<file path="config.mk">
export PLATFORM = sky130hd
export DESIGN_NAME = alu_seq
export DESIGN_NICKNAME = d
export VERILOG_FILES = /design/src/rtl/alu_seq_pkg.sv /design/src/rtl/alu_comb_w.sv /design/src/rtl/alu_seq.sv
export SDC_FILE = /design/constraint.sdc
export NUM_CORES = 1
export LEC_CHECK = 0
export BUFFER_PORTS_ARGS = -buffer_cell sky130_fd_sc_hd__clkbuf_2
export CORE_MARGIN = 3
export CORE_UTILIZATION = 45
export CTS_CLUSTER_SIZE = 24
export DETAILED_ROUTE_END_ITERATION = 10
export PLACE_DENSITY = 0.84
export SETUP_SLACK_MARGIN = 0.02
export SYNTH_ARGS = -nofsm -noshare
export SYNTH_HDL_FRONTEND = slang
export SYNTH_SLANG_ARGS = --single-unit
</file>
<file path="constraint.sdc">
create_clock -name clk -period 2.86 [get_ports clk]
set_clock_uncertainty 0.15 [all_clocks]
set_input_delay 0.429 -clock clk [delete_from_list [all_inputs] [get_ports clk]]
set_output_delay 0.429 -clock clk [all_outputs]
set_load 0.02 [all_outputs]
</file>
<file path="src/rtl/alu_seq_pkg.sv">
// Shared definitions for the sequential ALU: opcode values and FSM states.
package alu_seq_pkg;

  localparam logic [2:0] OP_ADD = 3'b000;
  localparam logic [2:0] OP_SUB = 3'b001;
  localparam logic [2:0] OP_MUL = 3'b010;
  localparam logic [2:0] OP_INC = 3'b011;
  localparam logic [2:0] OP_AND = 3'b100;
  localparam logic [2:0] OP_OR  = 3'b101;
  localparam logic [2:0] OP_XOR = 3'b110;
  localparam logic [2:0] OP_NOT = 3'b111;

  typedef enum logic [0:0] {
    StIdle,
    StMulRun
  } state_e;

endpackage

</file>
<file path="src/rtl/alu_comb_w.sv">
// Single-cycle W-bit datapath: shared adder for ADD/SUB/INC, logic unit,
// result mux and carry/overflow. MUL yields zero here; the top level owns it.
module alu_comb_w
  import alu_seq_pkg::*;
#(
  parameter int unsigned W = 4
) (
  input  logic [W-1:0] a_i,
  input  logic [W-1:0] b_i,
  input  logic         c_in_i,
  input  logic [2:0]   op_i,
  output logic [W-1:0] r_o,
  output logic         carry_o,
  output logic         overflow_o
);

  logic [W-1:0] add_x;
  logic [W-1:0] add_y;
  logic         add_cin;
  logic [W:0]   add_sum;

  // Operand preprocessing so one adder serves ADD, SUB and INC.
  always_comb begin
    add_x   = a_i;
    add_y   = b_i;
    add_cin = c_in_i;
    case (op_i)
      OP_SUB: begin
        add_y   = ~b_i;
        add_cin = 1'b1;
      end
      OP_INC: begin
        add_y   = '0;
        add_cin = 1'b1;
      end
      default: ;
    endcase
  end

  assign add_sum = {1'b0, add_x} + {1'b0, add_y} + {{W{1'b0}}, add_cin};

  // Result mux and flags; overflow uses the operand signs the adder actually saw.
  always_comb begin
    r_o        = '0;
    carry_o    = 1'b0;
    overflow_o = 1'b0;
    case (op_i)
      OP_ADD, OP_SUB, OP_INC: begin
        r_o        = add_sum[W-1:0];
        carry_o    = add_sum[W];
        overflow_o = (add_x[W-1] == add_y[W-1]) && (add_sum[W-1] != add_x[W-1]);
      end
      OP_AND:  r_o = a_i & b_i;
      OP_OR:   r_o = a_i | b_i;
      OP_XOR:  r_o = a_i ^ b_i;
      OP_NOT:  r_o = ~a_i;
      default: ;
    endcase
  end

endmodule

</file>
<file path="src/rtl/alu_seq.sv">
// Registered W-bit ALU with start/busy/done handshake.
// Define ALU_SEQ_MUL_EN to build the multi-cycle shift-add multiplier;
// without it MUL completes in one cycle with a zero result and busy stays 0.
module alu_seq
  import alu_seq_pkg::*;
#(
  parameter int unsigned W = 4
) (
  input  logic         clk,
  input  logic         reset_n,
  input  logic         start,
  input  logic [W-1:0] A,
  input  logic [W-1:0] B,
  input  logic         c_in,
  input  logic [2:0]   Op,
  output logic [W-1:0] R,
  output logic         zero,
  output logic         carry,
  output logic         sign,
  output logic         overflow,
  output logic         busy,
  output logic         done
);

  logic [W-1:0] comb_r;
  logic         comb_carry;
  logic         comb_ovf;

  logic [W-1:0] r_q, r_d;
  logic         zero_q, zero_d;
  logic         carry_q, carry_d;
  logic         sign_q, sign_d;
  logic         ovf_q, ovf_d;
  logic         done_q, done_d;

  alu_comb_w #(
    .W(W)
  ) u_comb (
    .a_i       (A),
    .b_i       (B),
    .c_in_i    (c_in),
    .op_i      (Op),
    .r_o       (comb_r),
    .carry_o   (comb_carry),
    .overflow_o(comb_ovf)
  );

`ifdef ALU_SEQ_MUL_EN
  localparam int unsigned CntW = $clog2(W + 1);

  state_e          state_q, state_d;
  logic [2*W-1:0]  mcand_q, mcand_d;
  logic [W-1:0]    mplier_q, mplier_d;
  logic [2*W-1:0]  acc_q, acc_d;
  logic [CntW-1:0] cnt_q, cnt_d;
  logic [2*W-1:0]  prod;

  assign prod = acc_q + (mplier_q[0] ? mcand_q : '0);

  // Next-state: single-cycle ops finish from idle; MUL walks one multiplier bit per cycle.
  always_comb begin
    r_d      = r_q;
    carry_d  = carry_q;
    ovf_d    = ovf_q;
    done_d   = 1'b0;
    state_d  = state_q;
    mcand_d  = mcand_q;
    mplier_d = mplier_q;
    acc_d    = acc_q;
    cnt_d    = cnt_q;
    unique case (state_q)
      StIdle: begin
        if (start) begin
          if (Op == OP_MUL) begin
            state_d  = StMulRun;
            mcand_d  = {{W{1'b0}}, A};
            mplier_d = B;
            acc_d    = '0;
            cnt_d    = '0;
          end else begin
            r_d     = comb_r;
            carry_d = comb_carry;
            ovf_d   = comb_ovf;
            done_d  = 1'b1;
          end
        end
      end
      StMulRun: begin
        acc_d    = prod;
        mcand_d  = mcand_q << 1;
        mplier_d = mplier_q >> 1;
        cnt_d    = cnt_q + CntW'(1);
        if (cnt_q == CntW'(W - 1)) begin
          state_d = StIdle;
          r_d     = prod[W-1:0];
          carry_d = |prod[2*W-1:W];
          ovf_d   = |prod[2*W-1:W];
          done_d  = 1'b1;
        end
      end
      default: state_d = StIdle;
    endcase
    // zero/sign track R only when a new result lands, so the reset values hold.
    zero_d = done_d ? (r_d == '0) : zero_q;
    sign_d = done_d ? r_d[W-1] : sign_q;
  end

  // Multiplier and FSM state; reset aborts any multiply in flight.
  always_ff @(posedge clk) begin
    if (!reset_n) begin
      state_q  <= StIdle;
      mcand_q  <= '0;
      mplier_q <= '0;
      acc_q    <= '0;
      cnt_q    <= '0;
    end else begin
      state_q  <= state_d;
      mcand_q  <= mcand_d;
      mplier_q <= mplier_d;
      acc_q    <= acc_d;
      cnt_q    <= cnt_d;
    end
  end

  assign busy = (state_q == StMulRun);
`else
  // Next-state: every op, MUL included, completes one cycle after start.
  always_comb begin
    r_d     = r_q;
    carry_d = carry_q;
    ovf_d   = ovf_q;
    done_d  = 1'b0;
    if (start) begin
      r_d     = comb_r;
      carry_d = comb_carry;
      ovf_d   = comb_ovf;
      done_d  = 1'b1;
    end
    zero_d = done_d ? (r_d == '0) : zero_q;
    sign_d = done_d ? r_d[W-1] : sign_q;
  end

  assign busy = 1'b0;
`endif

  // Result and flag registers.
  always_ff @(posedge clk) begin
    if (!reset_n) begin
      r_q     <= '0;
      zero_q  <= 1'b0;
      carry_q <= 1'b0;
      sign_q  <= 1'b0;
      ovf_q   <= 1'b0;
      done_q  <= 1'b0;
    end else begin
      r_q     <= r_d;
      zero_q  <= zero_d;
      carry_q <= carry_d;
      sign_q  <= sign_d;
      ovf_q   <= ovf_d;
      done_q  <= done_d;
    end
  end

  assign R        = r_q;
  assign zero     = zero_q;
  assign carry    = carry_q;
  assign sign     = sign_q;
  assign overflow = ovf_q;
  assign done     = done_q;

endmodule
</file>
==> results by stage, run 1 <==
Routing:
- The initial DRC count is 27.
- After detailed routing, the average wire length per cell comes to between 10 and 15 microns.
- The count of TritonRoute iterations in the first routing pass is 4.
- The total number of vias is 823.
- The final wirelength is roughly 1.8 mm.
- Using the TritonRoute via totals, the vias-per-cell ratio works out to between 5 and 6.
- After detailed routing, the number of remaining DRC violations is 0.
- In this run the remaining antenna-violating nets after routing total 0.

Floorplan:
- For this design the top-level I/O count stands at 25.
- The die is 50.1 microns tall.
- Measured along the x axis, the die boundary spans between 50 and 60 microns.
- The initial utilization of the core area, before any placement, comes to 49.1%.
- After floorplanning, the core was sized to cover 1780 sq um.
- The initialized floorplan defines 15 standard-cell rows.
- The die outline area is approximately 2500 sq um.

Layout:
- After routing the design area is 1060 sq um.
- For this run, the post-layout net count is 165.
- Cells with a size suffix above 1 make up 25.7% of the layout.
- The layout-stage area growth over the synthesis result is 21.4%.
- At the end of the flow the core is filled with cells to 59.6%.
- The number of antenna diodes in the final layout is 0.
- Fill cells in the final layout number 155.
- The finished layout holds 161 standard cells, fillers aside.

Setup path:
- The worst reg-to-reg setup slack is 2.02 ns.
- The signal on the critical path passes through clkbuf_2, inv_2, or3_1, o21ai_1, fa_1, inv_1, fa_1, xnor2_1, a211oi_1, a21oi_1, o32ai_2.
- The kind of end point of the critical path is a flop.
- By startpoint and endpoint, the worst setup path is classified as input port to flop.
- The required time of the critical path is 2.89 ns.
- Counting both buffers and inverters, the worst setup path holds a total of 3.
- The slowest stage of the critical path belongs to the cell sky130_fd_sc_hd__fa_1.
- Measured in cells, the most critical reg-to-reg path has a length of 3.
- The instance count on the critical path is 11.
- In this design, the critical path's most frequently occurring cell is sky130_fd_sc_hd__fa_1.
- The capture point of the worst reg-to-reg path is R[2]$_SDFF_PN0_.
- Of all nets on the critical path, the largest fanout is 2.
- The launching instance or port of the critical path is Op[0].
- In this run the critical register-to-register path is launched from R[2]$_SDFF_PN0_.
- The worst setup path endpoint is zero$_SDFFE_PN0P_.
- Broken down by cell family, the worst path's largest delay share belongs to compound AO/OA/AOI/OAI gates.
- The longest individual stage delay on the worst path is ~0.4 ns.
- Data arrives at the worst endpoint at about 2.6 ns.
- The worst setup path is launched from an input port.

Clock tree:
- The clock latency on the worst-skew pair is 0.26 ns.
- Once the clock tree was built, the setup fixing pass inserted 0 buffers.
- The number of cells upsized or downsized after cts is 0.
- CTS built an H-tree with a depth of 1.
- CTS placed an instance of sky130_fd_sc_hd__clkbuf_4 at the clock tree root.
- Clock-pin slew was measured on the worst setup and hold paths at 0.06 ns.
- The total of hold buffers inserted after clock tree synthesis is 0.
- No sink is reached through more buffers than the 2 on the longest clock path.
- Buffers inserted during clock tree synthesis total 3.
- The CTS tree is done.
- Clock tree synthesis found a total of 9 sinks.

Logic synthesis:
- After synthesis, the share of flip-flops with an asynchronous set or reset is 0%.
- The synthesized design contains 9 register bits.
- The total nets after synthesis is 137.
- By area the synthesized netlist is led by sky130_fd_sc_hd__dfxtp_1, sky130_fd_sc_hd__ha_1, sky130_fd_sc_hd__inv_1.
- The cell area that synthesis handed to floorplanning was 876 sq um.
- The distinct cell type count after synthesis is 38.
- Of all cell types, the one taking the most synthesized area is sky130_fd_sc_hd__dfxtp_1.
- The fraction of the yosys area taken by sequential cells is 20.6%.
- Summed over its instances, the top area cell type makes up between 20% and 30% of the synthesized netlist area.
- In this run, synthesis inferred 0 flip-flops with an integrated enable.
- A synthesized cell averages 8.04 sq um.
- In the synthesized netlist, the number of instances is 109.
- The dominant register cell in the synthesized netlist is sky130_fd_sc_hd__dfxtp_1.
- The number of warnings printed during yosys synthesis is 0.

Timing:
- The shortest period the worst path allows is 2.56 ns.
- The number of slew-limit violations in the final report is 0.
- Setup repair after global routing left no endpoint under its margin.
- The setup TNS is 0 ns.
- The count of endpoints failing hold in the final timing report is 0.
- Static timing analysis puts the maximum clock frequency at 0.390 GHz.
- Setup violations remaining at the end of the flow were counted as 0.
- The share of the clock period used by the worst path is between 80 and 90%.

Placement:
- Summed over all nets, the half-perimeter wirelength after detailed placement is 1.48 mm.
- The placed instances occupy a cell area of 1040 sq um.
- At the end of routability-driven placement, the weighted congestion stood at between 0.8 and 0.9.
- Counting tap cells, the placed design contains a total of approximately 160 instances.
- The total of buffers placed on input and output ports is 23.

Global route:
- The initial antenna violation count was 0.
- The overall fraction of global-route tracks in use is between 10% and 20%.
- Entering global routing, the biggest net connects 16 pins.
- The global-route wire length before repair is around 3.2 mm.
- The number of global-route vias before repair is 779.
- Summed over all layers, the global routing overflow is 0.

Pwr:
- Summing internal, switching and leakage power gives 0.000384 W.
- The power density of the placed cells is roughly 360 nW/um^2.
- The highest ir drop seen on vdd is 0.214 mV.
- The leakage power summed over all cells is 0.547 nW.

Outcome:
- The flow ran to the end, and the final reports show no timing, DRC or antenna violations.

Worst hold path:
- The class of the worst hold path is flop to flop.

Flow run:
- Max-cap violations in this run came to 0.
[cells by family after synthesis]
kind of cell | count (synthesis) | synth area share [%]
other | 1 | 0.428
buffers and inverters | 20 | 9.43
AND/OR/NAND/NOR | 31 | 18.7
flip-flops | 9 | 20.6
adder cells (fa/ha/maj) | 13 | 20.3
AO/OA/AOI/OAI | 32 | 27.6
XOR/XNOR | 3 | 3.00
[power breakdown]
| group | leakage [nW] | total (W) | switching, W | internal, W |
|---|---|---|---|---|
| Sequential | 0.0740 | 0.000138 | 0.00000404 | 0.000134 |
| Combinational | 0.458 | 0.000150 | 0.0000833 | 0.0000667 |
| Clock | 0.0150 | 0.0000952 | 0.0000416 | 0.0000536 |
| Total | 0.547 | 0.000384 | 0.000129 | 0.000255 |
[cells in the mapped netlist (3+ instances only)]
master                     count
sky130_fd_sc_hd__xnor2_1       3
sky130_fd_sc_hd__o211a_1       3
sky130_fd_sc_hd__ha_1         11
sky130_fd_sc_hd__o22ai_1       3
sky130_fd_sc_hd__nand2_1      12
sky130_fd_sc_hd__dfxtp_1       9
sky130_fd_sc_hd__nand2b_1      4
sky130_fd_sc_hd__inv_1        13
sky130_fd_sc_hd__o21ai_1       5
sky130_fd_sc_hd__nor2_1        4
sky130_fd_sc_hd__a211oi_1      4
sky130_fd_sc_hd__and2_1        3
sky130_fd_sc_hd__buf_2         3
[worst min-delay path: cells and delay by family (launching register included)]
family           cells  cell delay [ns]
AO/OA/AOI/OAI        1             0.06
flip-flops           1             0.30
AND/OR/NAND/NOR      1             0.06
[sequential cells by signal, summed over array words and instances, names as in the netlist]
| register | cells |
|---|---|
| done | 1 |
| carry | 1 |
| sign | 1 |
| overflow | 1 |
| R | 4 |
| zero | 1 |
[stage by stage]
step           hold slack (ns)  setup WS, ns
3_5_place_dp             0.316        0.0128
2_1_floorplan            0.391        0.0808
3_3_place_gp             0.309        0.0845
4_1_cts                  0.331         0.282
5_1_grt                  0.344         0.131
6_report                 0.323         0.297
[cells in the final DEF (no fill, tap or decap), types with 2 or more instances in the layout]
cell / n
sky130_fd_sc_hd__a21o_1: 2
sky130_fd_sc_hd__nand2b_1: 4
sky130_fd_sc_hd__o21ai_0: 2
sky130_fd_sc_hd__buf_4: 6
sky130_fd_sc_hd__fa_1: 2
sky130_fd_sc_hd__clkbuf_4: 3
sky130_fd_sc_hd__o211ai_1: 2
sky130_fd_sc_hd__a211oi_1: 4
sky130_fd_sc_hd__nor2_1: 4
sky130_fd_sc_hd__and2_1: 3
sky130_fd_sc_hd__a2111oi_0: 2
sky130_fd_sc_hd__dfxtp_1: 9
sky130_fd_sc_hd__xnor2_1: 3
sky130_fd_sc_hd__o22ai_1: 3
sky130_fd_sc_hd__ha_1: 11
sky130_fd_sc_hd__a21oi_1: 2
sky130_fd_sc_hd__o211a_1: 3
sky130_fd_sc_hd__clkbuf_2: 23
sky130_fd_sc_hd__a21boi_1: 2
sky130_fd_sc_hd__nand2_1: 12
sky130_fd_sc_hd__o21ai_1: 5
sky130_fd_sc_hd__inv_1: 13
[metal layers]
layer | wire length, microns | vias up | global-route usage (%)
li1 | - | 434 | -
met1 | 787 | 367 | 20.0
met2 | 902 | 20 | 27.4
met3 | 85 | 2 | 5.44
met4 | 5 | 0 | 2.76
met5 | 0 | - | 0
[final cells by class]
class	instances	area (sq um)	area share [%]
inverter	14	52.6	4.94
multi-input combinational	80	613	57.6
timing repair buffer	29	160	15.1
clock buffer	4	26.3	2.47
sequential	9	180	16.9
tap	25	31.3	2.94
[worst min-delay path by stage]
stage          depth (start not counted)                   from                    end
2_1_floorplan                          2  overflow$_SDFFE_PN0P_  overflow$_SDFFE_PN0P_
3_3_place_gp                           2     carry$_SDFFE_PN0P_     carry$_SDFFE_PN0P_
3_5_place_dp                           2     carry$_SDFFE_PN0P_     carry$_SDFFE_PN0P_
4_1_cts                                2  overflow$_SDFFE_PN0P_  overflow$_SDFFE_PN0P_
5_1_grt                                2  overflow$_SDFFE_PN0P_  overflow$_SDFFE_PN0P_
6_report                               2  overflow$_SDFFE_PN0P_  overflow$_SDFFE_PN0P_
No activity file was read; power rests on OpenSTA's default activity.
==> run 2, diff against run 1 <==
--- a/config.mk
+++ b/config.mk
@@ -7,11 +7,12 @@
 export LEC_CHECK = 0
 export BUFFER_PORTS_ARGS = -buffer_cell sky130_fd_sc_hd__clkbuf_2
 export CORE_MARGIN = 3
-export CORE_UTILIZATION = 45
+export CORE_UTILIZATION = 39
 export CTS_CLUSTER_SIZE = 24
 export DETAILED_ROUTE_END_ITERATION = 10
-export PLACE_DENSITY = 0.84
+export PLACE_DENSITY = 0.76
 export SETUP_SLACK_MARGIN = 0.02
+export SLEW_MARGIN = 20
 export SYNTH_ARGS = -nofsm -noshare
 export SYNTH_HDL_FRONTEND = slang
 export SYNTH_SLANG_ARGS = --single-unit
==> results by stage, run 2 (synthesis results as in run 1) <==
Outcome:
- Status: finished clean (unchanged).

Layout:
- Top library cells by usage in the layout, fill and taps aside: sky130_fd_sc_hd__clkbuf_2, sky130_fd_sc_hd__inv_1, sky130_fd_sc_hd__nand2_1 (unchanged).
- The number of inserted filler cells in the final layout is 210 (was 155).
- The diode insertion count for antenna repair was 0 (unchanged).
- The share of final-layout standard cells stronger than drive strength 1 came to 25.7% (unchanged).
- The layout-stage area growth over the synthesis result is 21.7% (was 21.4%).
- The post-layout net count came to 165 (unchanged).
- The flip-flop count of the largest register, all copies and words added was 4 (unchanged).
- The most frequent standard cell in the layout excluding fill and tap cells was sky130_fd_sc_hd__clkbuf_2 (unchanged).
- The area taken by flip-flops and latches is 180 sq um (unchanged).
- The area taken by multi-input logic gates is 613 sq um (unchanged).

Clock tree:
- The buffer depth of the longest clock path is 2 (unchanged).
- The clock latency on the worst-skew pair is 0.25 ns (was 0.26 ns).
- The total number of H-tree levels is 1 (unchanged).
- The total clock buffers created by CTS was 3 (unchanged).
- The setup fix buffers added after clock tree synthesis was 0 (unchanged).
- The number of sinks on the clock net came to 9 (unchanged).
- The total of hold buffers inserted after clock tree synthesis was 0 (unchanged).
- The CTS tree is done (unchanged).
- The root buffer selected by CTS is sky130_fd_sc_hd__clkbuf_4 (unchanged).
- The register clock-pin slew on the reported worst setup and hold paths is 0.06 ns (about the same).
- The number of cells upsized or downsized after cts came to 0 (unchanged).

Setup path:
- The critical path arrival came to 2.72 ns (was 2.59 ns).
- The nature of the critical path startpoint was an input port (unchanged).
- The path depth of the worst reg2reg path was 3 (unchanged).
- The path type of the worst setup path was input port to flop (unchanged).
- The required time of the critical path is 2.88 ns (was 2.89 ns).
- The largest fanout of any net on the critical path is 2 (unchanged).
- The kind of end point of the critical path is a flop (unchanged).

Global route:
- The overall fraction of global-route tracks in use is 15.7% (was 16.2%).
- The pin count of the biggest net entering global routing was 16 (unchanged).
- The initial antenna violation count is 0 (unchanged).
- The number of global-route vias before repair is 797 (was 779).
- The global-route wire length before repair came to 3.29 mm (was 3.17 mm).
- The total congestion overflow is 0 (unchanged).

Floorplan:
- The number of top-level pins is 25 (unchanged).
- The initial core utilization is 42.9% (was 49.1%).
- The site row count is 16 (was 15).
- The die outline area is 2850 sq um (was 2510 sq um).
- The core area is 2040 sq um (was 1780 sq um).
- The vertical die dimension was 53.4 microns (was 50.1 microns).
- The width of the die was 53.4 microns (was 50.1 microns).

Routing:
- The average detailed-routed wire length per instance is 12.0 microns (was 11.1 microns).
- The number of remaining DRC errors came to 0 (unchanged).
- The routed via count divided by cell count came to 5.07 (was 5.11).
- The post-route antenna net violation count is 0 (unchanged).
- The final wirelength was 1.96 mm (was 1.78 mm).
- The count of TritonRoute iterations in the first routing pass came to 4 (unchanged).
- The initial DRC count is 7 (was 27).
- The total number of vias was 827 (was 823).

Pwr:
- The highest ir drop seen on vdd is 0.310 mV (was 0.214 mV).
- The total power draw came to 0.000386 W (was 0.000384 W).
- The power density of the placed cells is 362 nW/um^2 (was 361 nW/um^2).
- The leakage power summed over all cells is 0.547 nW (unchanged).

Placement:
- The total of buffers placed on input and output ports is 23 (unchanged).
- The placed wire-length estimate came to 1.64 mm (was 1.48 mm).
- The global placement routability congestion was 0.878 (was 0.821).

Timing:
- The setup TNS is 0 ns (unchanged).
- The slew at the pin with the worst max-slew slack is 0.555 ns.
- Setup repair after global routing missed its margin: no (unchanged).
- The shortest period the worst path allows is 2.69 ns (was 2.56 ns).
- The share of the clock period used by the worst path is 94.1% (was 89.6%).
- The max-slew headroom at the worst pin is 62.1%.
- The total setup violations reported at the end of the flow came to 0 (unchanged).
- The number of slew-limit violations in the final report came to 0 (unchanged).
- The maximum achievable frequency is 0.372 GHz (was 0.390 GHz).
- The count of endpoints failing hold in the final timing report is 0 (unchanged).

Worst hold path:
- The number of cells traversed by the worst hold path is 2 (unchanged).
- The class of the worst hold path is flop to flop (unchanged).

Flow run:
- The max capacitance violation total came to 0 (unchanged).
run 2: cell counts in the layout (fill, tap and decap cells not counted):
No cell type changed its count.
run 2: area by class of cell:
type / instances / area share (%)
clock buffers: 4 / 2.46
inverters: 14 / 4.93
multi-input cells: 80 / 57.5
flip-flops and latches: 9 / 16.9
well taps: 27 / 3.17
repair buffers: 29 / 15.0
run 2: per-stage QoR:
step	cell area (sq um)	hold slack [ns]	utilization [%]	worst slack, ns	std cells
2_1_floorplan	876	0.391	-	0.0808	109
3_3_place_gp	1040	0.310	50.9	0.0928	159
3_5_place_dp	1040	0.308	50.9	-0.114	159
4_1_cts	1070	0.318	52.2	0.161	163
5_1_grt	1070	0.342	52.2	0.0336	163
6_report	1070	0.315	52.2	0.169	163
run 2: metal layers:
metal | wire, microns | part of all wire [%] | track usage [%]
met5 | 0 | 0 | 0
met4 | 31 | 1.6 | 5.11
met3 | 88 | 4.5 | 4.79
met2 | 982 | 50 | 26.5
met1 | 857 | 44 | 18.5
run 2: critical path, stage by stage:
cell and delay (ns):
sky130_fd_sc_hd__clkbuf_2 0.11, sky130_fd_sc_hd__inv_2 0.04, sky130_fd_sc_hd__or3_1 0.38, sky130_fd_sc_hd__o21ai_1 0.18
sky130_fd_sc_hd__fa_1 0.23, sky130_fd_sc_hd__inv_1 0.06, sky130_fd_sc_hd__fa_1 0.41, sky130_fd_sc_hd__xnor2_1 0.15
sky130_fd_sc_hd__a211oi_1 0.34, sky130_fd_sc_hd__a21oi_1 0.14, sky130_fd_sc_hd__o32ai_2 0.25
run 2: power by group:
part | switching (W) | internal (W) | leakage (nW)
Sequential | 0.00000404 | 0.000134 | 0.0740
Clock | 0.0000414 | 0.0000536 | 0.0150
Combinational | 0.0000857 | 0.0000669 | 0.458
Total | 0.000131 | 0.000255 | 0.547
run 2: worst paths after layout:
path,to,start,slack [ns]
worst max-delay path,zero$_SDFFE_PN0P_,Op[0],0.17
worst min-delay path,carry$_SDFFE_PN0P_,carry$_SDFFE_PN0P_,0.31
worst max register to register,R[0]$_SDFF_PN0_,R[0]$_SDFF_PN0_,2.02
worst min register to register,carry$_SDFFE_PN0P_,carry$_SDFFE_PN0P_,0.31
